===== src/rtl/fpu_instr_enc.sv =====
// Encodes FP requests into RV64 OP-FP words and queues them in a DEPTH-entry FIFO.
// Optional macro FPU_ENC_ILLEGAL_CHK_EN drops op 111 and pulses err instead of enqueueing it.
module fpu_instr_enc #(
  parameter int DEPTH = 4
) (
  input  logic                     clk,
  input  logic                     rst,
  input  logic                     req_valid,
  output logic                     req_ready,
  input  logic [2:0]               req_op,
  input  logic [4:0]               req_rd,
  input  logic [4:0]               req_rs1,
  input  logic [4:0]               req_rs2,
  output logic                     instr_valid,
  input  logic                     instr_ready,
  output logic [31:0]              instruction,
  output logic [$clog2(DEPTH):0]   count,
  output logic                     err
);

  localparam int PW = $clog2(DEPTH);
  localparam int CW = PW + 1;
  localparam logic [CW-1:0] DEPTH_C = CW'(DEPTH);

  localparam logic [1:0] FMT_D   = 2'b01;
  localparam logic [2:0] RM_DYN  = 3'b111;
  localparam logic [6:0] OP_FP   = 7'b1010011;

  // Handshakes: a transfer happens on a rising edge where valid and ready are
  // both high; ready never depends on the valid of the same interface, and
  // req_ready looks only at registered occupancy, never at instr_ready.

  logic [31:0]   mem_q [DEPTH];
  logic [31:0]   mem_d [DEPTH];
  logic [PW-1:0] wr_ptr_q, wr_ptr_d;
  logic [PW-1:0] rd_ptr_q, rd_ptr_d;
  logic [CW-1:0] count_q, count_d;

  logic          push;
  logic          pop;
  logic          enq;
  logic          illegal;
  logic [4:0]    funct5;
  logic [4:0]    rs2_eff;
  logic [31:0]   enc_word;

  assign req_ready   = (count_q < DEPTH_C);
  assign instr_valid = (count_q != '0);
  assign instruction = instr_valid ? mem_q[rd_ptr_q] : 32'h0;
  assign count       = count_q;

  assign push = req_valid && req_ready;
  assign pop  = instr_valid && instr_ready;

  always_comb begin
    funct5  = 5'b11111;
    rs2_eff = req_rs2;
    case (req_op)
      3'b000: funct5 = 5'b00000;
      3'b001: funct5 = 5'b00001;
      3'b010: funct5 = 5'b00010;
      3'b011: funct5 = 5'b00011;
      3'b100: begin
        funct5  = 5'b01011;
        rs2_eff = 5'b00000;
      end
      3'b101: begin
        funct5  = 5'b11000;
        rs2_eff = 5'b00010;
      end
      3'b110: begin
        funct5  = 5'b11010;
        rs2_eff = 5'b00010;
      end
      default: begin
        funct5  = 5'b11111;
        rs2_eff = req_rs2;
      end
    endcase
  end

  assign enc_word = {funct5, FMT_D, rs2_eff, req_rs1, RM_DYN, req_rd, OP_FP};
  assign illegal  = push && (req_op == 3'b111);

`ifdef FPU_ENC_ILLEGAL_CHK_EN
  logic err_q, err_d;

  assign enq = push && !illegal;

  always_comb begin
    err_d = illegal;
  end

  always_ff @(posedge clk) begin
    if (rst) begin
      err_q <= 1'b0;
    end else begin
      err_q <= err_d;
    end
  end

  assign err = err_q;
`else
  // Op 111 is encoded with funct5 11111 and queued like any other request.
  assign enq = push || illegal;
  assign err = 1'b0;
`endif

  always_comb begin
    for (int i = 0; i < DEPTH; i++) begin
      mem_d[i] = mem_q[i];
    end
    if (enq) begin
      mem_d[wr_ptr_q] = enc_word;
    end
  end

  always_comb begin
    wr_ptr_d = wr_ptr_q;
    rd_ptr_d = rd_ptr_q;
    count_d  = count_q;
    if (enq) begin
      wr_ptr_d = wr_ptr_q + PW'(1);
    end
    if (pop) begin
      rd_ptr_d = rd_ptr_q + PW'(1);
    end
    case ({enq, pop})
      2'b10:   count_d = count_q + CW'(1);
      2'b01:   count_d = count_q - CW'(1);
      default: count_d = count_q;
    endcase
  end

  // Storage is not cleared on reset; the zeroed count hides stale entries.
  always_ff @(posedge clk) begin
    for (int i = 0; i < DEPTH; i++) begin
      mem_q[i] <= mem_d[i];
    end
  end

  always_ff @(posedge clk) begin
    if (rst) begin
      wr_ptr_q <= '0;
      rd_ptr_q <= '0;
      count_q  <= '0;
    end else begin
      wr_ptr_q <= wr_ptr_d;
      rd_ptr_q <= rd_ptr_d;
      count_q  <= count_d;
    end
  end

endmodule


===== config.mk =====
export PLATFORM = sky130hd
export DESIGN_NAME = fpu_instr_enc
export DESIGN_NICKNAME = d
export VERILOG_FILES = /design/src/rtl/fpu_instr_enc.sv
export SDC_FILE = /design/constraint.sdc
export NUM_CORES = 1
export LEC_CHECK = 0
export CORE_MARGIN = 5
export CORE_UTILIZATION = 50
export CTS_BUF_LIST = sky130_fd_sc_hd__clkbuf_4 sky130_fd_sc_hd__clkbuf_8
export DETAILED_ROUTE_END_ITERATION = 6
export GPL_TIMING_DRIVEN = 1
export PLACE_DENSITY_LB_ADDON = 0.08
export SETUP_SLACK_MARGIN = 0.3
export SYNTH_ARGS = -nofsm -noshare
export SYNTH_HDL_FRONTEND = slang
export SYNTH_SLANG_ARGS = --single-unit

===== constraint.sdc =====
create_clock -name clk -period 5.2 [get_ports clk]
set_clock_uncertainty 0.1 [all_clocks]
set_input_delay 1.3 -clock clk [delete_from_list [all_inputs] [get_ports clk]]
set_output_delay 1.3 -clock clk [all_outputs]
set_load 0.005 [all_outputs]

==> impl_metrics.py, run 1 <==
metrics = {
    "logic_synthesis": {
        "synth_cell_type_count": 28,
        "synth_top_area_share_pct": 64.9,
        "yosysWarnings": 0,
        "synthCells": 208,
        "ys_top_cells_by_area": "edfxtp_1 (65%), mux4_2 (12%), dfxtp_1 (4.9%), nor2b_1 (3.6%), buf_4 (2.6%)",
        "synth_seq_cells": 89,
        "yosysSeqAreaShare_pct": 69.8,
        "netlist_area_sq_mm": 0.00370,
        "syn_avg_cell_area_sq_um": 17.8,
        "yosysTopAreaCell": "edfxtp_1",
    },
    "worst_setup_path": {
        "start_kind": "flip-flop",
        "crit_buf_inv": 1,
        "cp_data_required_time_ns": 3.80,
        "cp_cell_sequence": "mux4_2, nor2b_1, clkdlybuf4s50_1",
        "critPathTopFamily": "flip-flops",
        "criticalPathCategory": "reg -> out",
        "cp-end-kind": "output pin",
        "critical_path.max_fanout": 20,
        "setup.worst_path.end": "instruction[17]",
        "critical-path-max-stage-delay_ns": 1.00,
        "r2r_slack_ns": 3.04,
        "cp.arrival_ns": 2.37,
        "cp.depth": 3,
        "r2r_start": "count[2]$_SDFFE_PP0P_",
        "slowest_stage": "dfxtp_1",
        "worst_r2r_endpoint": "mem_q[3][8]$_DFFE_PP_",
        "reg2regPathDepth": 2,
    },
    "clock_tree": {
        "cts_buffers": 9,
        "postCtsSetupBuffers": 0,
        "clk_pin_slew_ns": 0.08,
        "postCtsResizedCells": 0,
        "cts_tree": "built",
        "cts_max_path_buffers": 2,
        "htree_num_levels": 3,
        "cts.sinks": 89,
        "worstSkewPairLatency_ns": 0.33,
        "cts_root_buf": "clkbuf_8",
        "hold_buffers": 0,
    },
    "pwr": {
        "seqPwrFrac_pct": 40.2,
        "p_comb_share_pct": 38.3,
        "internal_power_mw": 1.70,
        "power_density_mw_per_mm2": 521,
        "power_switching_mw": 0.628,
        "p_leak_nw": 1.48,
        "p_sw_share_pct": 27.0,
        "ir_worst_vdd_uv": 310,
        "pwr-share-clk_pct": 21.4,
    },
    "placed_design": {
        "portBuffers": 54,
        "dp_slack_ns": 1.59,
        "gp_congestion": 0.703,
        "dpl.hpwl_um": 3840,
    },
    "die": {
        "start_util_pct": 51.3,
        "fp.dieH_um": 96.0,
        "die_area_sq_mm": 0.00922,
        "io_pins": 60,
        "core.rowCount": 31,
        "die_w_um": 96.0,
        "core_sq_mm": 0.00721,
    },
    "sta": {
        "max_freq_ghz": 0.265,
        "finalSetupTns_ns": 0,
        "post-route-period-util_pct": 72.5,
        "slew_viol_final": 0,
        "worstMarginPinSlew_ns": 1.04,
        "finalHoldViolCount": 0,
        "fin_hold_ws_ns": 0.391,
        "finalWorstSetupSlack_ns": 1.43,
        "min_period_ns": 3.77,
        "rsz0062_at_grt": "false",
        "slew_headroom_pct": 30.5,
        "setup_viol": 0,
    },
    "global_routing": {
        "use_met3_pct": 2.97,
        "grt_max_degree": 21,
        "grt_pass1_wl_um": 9760,
        "grt_util_met2_pct": 24.2,
        "overflow": 0,
        "grt_usage_pct": 14.6,
        "first_global_vias": 1933,
        "grt_antenna_before_repair": 0,
        "grt_use_met1_pct": 18.8,
        "busiest_layer": "met2",
    },
    "final_layout": {
        "nNetsFinal": 285,
        "drive_gt1_share_pct": 16.4,
        "num-fill-cells": 558,
        "syn_to_final_growth_pct": 20.8,
        "num_antenna_cells": 0,
    },
    "route": {
        "wl_per_cell_um": 16.6,
        "wirelength_um": 5980,
        "final_antenna_net_count": 0,
        "dr.first_iter.drc_count": 65,
        "drc": 0,
        "drtPass1Iterations": 5,
        "vias_per_cell": 5.00,
        "num_vias": 1806,
    },
    "run": {
        "max_cap_violations": 0,
    },
    "outcome": {
        "outcome": "finished, final reports clean",
    },
    "hold_path": {
        "timing.hold.worst_path_depth": 2,
        "hold_class": "reg -> reg",
    },
}
==> routing by layer <==
metal | share of wire [%] | routed length [um]
met1 | 43 | 2560
met2 | 51 | 3050
met3 | 4.9 | 293
met4 | 1.3 | 79
met5 | 0 | 0
==> final cells by class <==
class                           count  area (sq um)  area share (%)
Sequential cell                    89          2580            57.8
Multi-Input combinational cell     91           950            21.3
Timing Repair Buffer               56           556            12.4
Clock buffer                       11           139            3.11
Tap cell                           99           124            2.77
Clock inverter                      5          80.1            1.79
Inverter                           10          37.5           0.840
==> cells by family (layout without fill, tap and decap cells) <==
| group | after synthesis | in the layout | share of synthesized area, % |
|---|---|---|---|
| flip-flops | 89 | 89 | 69.8 |
| AND/OR/NAND/NOR | 45 | 45 | 7.85 |
| buffers and inverters | 32 | 82 | 5.11 |
| multiplexers | 21 | 21 | 12.4 |
| AO/OA/AOI/OAI | 10 | 10 | 1.52 |
| adder cells (fa/ha/maj) | 6 | 6 | 2.23 |
| XOR/XNOR | 4 | 4 | 0.947 |
| other | 1 | 5 | 0.101 |
==> tightest hold or removal path, stage by stage, from the launching register on <==
cell and delay [ns]:
dfxtp_1 0.31, o21ai_0 0.06, a21oi_1 0.07
==> cell usage after synthesis (all sizes together) <==
library cell	number
edfxtp	80
nor2b	25
buf	20
mux4	20
inv	10
dfxtp	9
nor2	9
ha	5
a21oi	4
and2	4
o21ai	4
xor2	3
clkbuf	2
nand2b	2
or3	2
and3	1
conb	1
fa	1
mux2i	1
nand2	1
nor3	1
o22a	1
o31ai	1
xnor2	1
==> state kept, by name, summed over array words and instances, names as in the netlist, named ones only <==
| name | flops |
|---|---|
| mem_q | 80 |
| count | 3 |
| rd_ptr_q | 2 |
| wr_ptr_q | 2 |
==> power groups by stage <==
stage | registers, mW | logic, mW | clock network [mW]
after floorplan | 0.932 | 0.556 | 0
after global placement | 0.952 | 0.910 | 0
after detailed placement | 0.955 | 0.919 | 0
after CTS | 0.939 | 0.920 | 0.510
after global routing | 0.948 | 0.981 | 0.541
final | 0.937 | 0.892 | 0.499
==> worst min path at each step <==
stage	start	to	slack, ns
2_1_floorplan	rd_ptr_q[1]$_SDFFE_PP0P_	flip-flop	0.36
3_3_place_gp	rd_ptr_q[1]$_SDFFE_PP0P_	rd_ptr_q[1]$_SDFFE_PP0P_	0.37
3_5_place_dp	rd_ptr_q[1]$_SDFFE_PP0P_	rd_ptr_q[1]$_SDFFE_PP0P_	0.38
4_1_cts	rd_ptr_q[1]$_SDFFE_PP0P_	rd_ptr_q[1]$_SDFFE_PP0P_	0.39
5_1_grt	rd_ptr_q[1]$_SDFFE_PP0P_	rd_ptr_q[1]$_SDFFE_PP0P_	0.46
6_report	rd_ptr_q[1]$_SDFFE_PP0P_	rd_ptr_q[1]$_SDFFE_PP0P_	0.39
==> cell usage in the layout, fill, tap and decap left out <==
cell type        netlist  final
a21oi_1                4      4
and2_1                 4      4
and3_1                 1      1
buf_4                 13      2
bufinv_16              0      2
clkbuf_4               0      2
clkbuf_8               0      9
clkdlybuf4s50_1        0     54
clkinv_2               0      1
clkinvlp_4             0      2
conb_1                 1      5
dfxtp_1                9      9
edfxtp_1              80     80
fa_1                   1      1
ha_1                   5      5
inv_1                 10     10
mux2i_1                1      1
mux4_2                20     20
nand2_1                1      1
nand2b_1               2      2
nor2_1                 9      9
nor2b_1               21     21
nor2b_4                4      4
nor3_4                 0      1
o21ai_0                4      4
o22a_1                 1      1
o31ai_1                1      1
or3_1                  2      2
xnor2_1                1      1
xor2_1                 3      3
==> through the flow <==
stage | area (sq um) | power [mW] | utilization [%] | std cells
after detailed placement | 4250 | 1.87 | 58.9 | 345
after CTS | 4470 | 2.37 | 61.9 | 361
after global placement | 4250 | 1.86 | 58.9 | 345
final | 4470 | 2.33 | 61.9 | 361
after global routing | 4470 | 2.47 | 61.9 | 361
after floorplan | 3710 | 1.49 | - | 212
Note: power is estimated with default switching activity, not from simulation.
==> inputs of run 2 (changes only) <==
- clock period: 5.2 -> 3.43 ns (I/O delays scaled with it)
==> run 2 against run 1 <==
  * Utilization rose by 1.4 points
  * Global-route usage increased by 0.41 points
  * Sequential share of layout area is 1.2 points lower
  * Critical path depth up 1
  * Clock power grew 51%
  * Largest cell class unchanged
  * Largest power group unchanged
  * Highest routed layer unchanged
==> impl_metrics.py, run 2 (synthesis gave the netlist of run 1 again) <==
metrics = {
    "outcome": {
        "outcome": "finished, final reports clean",
    },
    "final_layout": {
        "largest_reg_flops": 80,
        "most-common-layout-cells": "edfxtp_1 (80), clkdlybuf4s50_1 (54), nor2b_1 (21), mux4_2 (20), inv_1 (10)",
        "drive_gt1_share_pct": 18.9,
        "syn_to_final_growth_pct": 23.5,
        "num_antenna_cells": 0,
        "regMostFlops": "mem_q",
        "nNetsFinal": 293,
        "layout_commonest_cell": "edfxtp_1",
        "num-fill-cells": 552,
    },
    "route": {
        "vias_per_cell": 4.99,
        "drc": 0,
        "wirelength_um": 6330,
        "final_antenna_net_count": 0,
        "num_vias": 1843,
        "drtPass1Iterations": 4,
        "dr.first_iter.drc_count": 98,
        "wl_per_cell_um": 17.1,
    },
    "pwr": {
        "p_leak_nw": 1.54,
        "power_density_mw_per_mm2": 789,
        "ir_worst_vdd_uv": 496,
    },
    "global_routing": {
        "overflow": 0,
        "grt_max_degree": 24,
        "grt_antenna_before_repair": 0,
        "grt_usage_pct": 15.0,
        "grt_pass1_wl_um": 9880,
        "first_global_vias": 1922,
    },
    "clock_tree": {
        "cts.sinks": 89,
        "cts_root_buf": "clkbuf_8",
        "cts_tree": "built",
        "htree_num_levels": 3,
        "clk_pin_slew_ns": 0.08,
        "cts_max_path_buffers": 2,
        "cts_buffers": 9,
        "worstSkewPairLatency_ns": 0.34,
        "hold_buffers": 0,
    },
    "sta": {
        "finalHoldViolCount": 0,
        "slew_viol_final": 0,
        "worstMarginPinSlew_ns": 0.562,
        "finalSetupTns_ns": 0,
        "rsz0062_at_grt": "false",
        "post-route-period-util_pct": 88.2,
        "min_period_ns": 3.03,
        "finalWorstSetupSlack_ns": 0.404,
        "setup_viol": 0,
        "slew_headroom_pct": 62.5,
        "max_freq_ghz": 0.331,
    },
    "worst_setup_path": {
        "cp.depth": 4,
        "reg2regPathDepth": 9,
        "cp-end-kind": "output pin",
        "critical-path-max-stage-delay_ns": 0.51,
        "slowest_stage": "mux4_2",
        "r2r_slack_ns": 1.23,
        "critPathTopFamily": "buffers and inverters",
        "cp_cell_sequence": "buf_12, mux4_2, nor2b_1, clkdlybuf4s50_1",
        "critical_path.max_fanout": 8,
        "criticalPathCategory": "reg -> out",
        "start_kind": "flip-flop",
        "cp.arrival_ns": 2.07,
        "crit_buf_inv": 2,
        "cp_data_required_time_ns": 2.47,
    },
    "placed_design": {
        "portBuffers": 54,
        "dp_slack_ns": 0.434,
        "dpl.hpwl_um": 4040,
        "gp_congestion": 0.726,
    },
    "hold_path": {
        "hold_class": "reg -> reg",
        "timing.hold.worst_path_depth": 2,
    },
    "die": {
        "io_pins": 60,
        "die_w_um": 96.0,
        "fp.dieH_um": 96.0,
        "start_util_pct": 51.3,
        "core.rowCount": 31,
        "die_area_sq_mm": 0.00922,
        "core_sq_mm": 0.00721,
    },
    "run": {
        "max_cap_violations": 0,
    },
}
-- run 2: cell count changes in the layout (fill, tap and decap cells not counted), sizes merged --
cell	before	now
clkinv	1	4
buf	2	9
clkinvlp	2	0
-- run 2: worst paths after layout --
check | start | to
max reg2reg | count[2]$_SDFFE_PP0P_ | count[2]$_SDFFE_PP0P_
min reg2reg | rd_ptr_q[1]$_SDFFE_PP0P_ | rd_ptr_q[1]$_SDFFE_PP0P_
max | flip-flop | instruction[20]
min | rd_ptr_q[1]$_SDFFE_PP0P_ | rd_ptr_q[1]$_SDFFE_PP0P_
-- run 2: power by group --
group          total [mW]  internal (mW)  switching [mW]  leakage [nW]
Sequential           1.43           1.34          0.0843         0.811
Clock               0.754          0.415           0.339         0.111
Combinational        1.42          0.864           0.558         0.619
-- run 2: worst reg2reg max path, stage by stage (launching register included) --
cell     delay, ns
dfxtp_1       0.49
nor2b_1       0.08
buf_4         0.16
inv_1         0.05
ha_1          0.16
inv_1         0.06
fa_1          0.38
xor2_1        0.16
or3_1         0.30
a21oi_1       0.18
-- run 2: timing repair --
| action | 4_1_cts | 5_1_grt |
|---|---|---|
| cloned | 0 | 1 |
| gates resized for setup | 2 | 0 |
| endpoints found under the setup margin | 16 | 3 |
| buffers inserted | 0 | 0 |
| pin swaps | 0 | 0 |
-- run 2: cell type report --
cell class | instances | area [sq um] | area share (%)
flip-flops and latches | 89 | 2590 | 56.6
multi-input cells | 91 | 950 | 20.8
repair buffers | 64 | 658 | 14.4
clock buffers | 10 | 131 | 2.88
well taps | 99 | 124 | 2.71
clock inverters | 6 | 82.6 | 1.81
inverters | 10 | 37.5 | 0.821
-- run 2: metal layers --
layer	global-route usage, %	routed length, um	vias up
li1	-	-	872
met1	19.3	2700	918
met2	24.0	3200	43
met3	3.05	318	10
met4	7.82	120	0
met5	0	0	-
-- run 2: stage by stage --
step	area [sq um]	hold slack [ns]	total power, mW	std cells	util [%]
2_1_floorplan	3710	0.359	2.26	212	-
3_3_place_gp	4330	0.375	2.86	352	60.0
3_5_place_dp	4330	0.407	2.88	352	60.0
4_1_cts	4540	0.419	3.64	368	63.0
5_1_grt	4570	0.444	3.81	369	63.3
6_report	4570	0.416	3.60	369	63.3
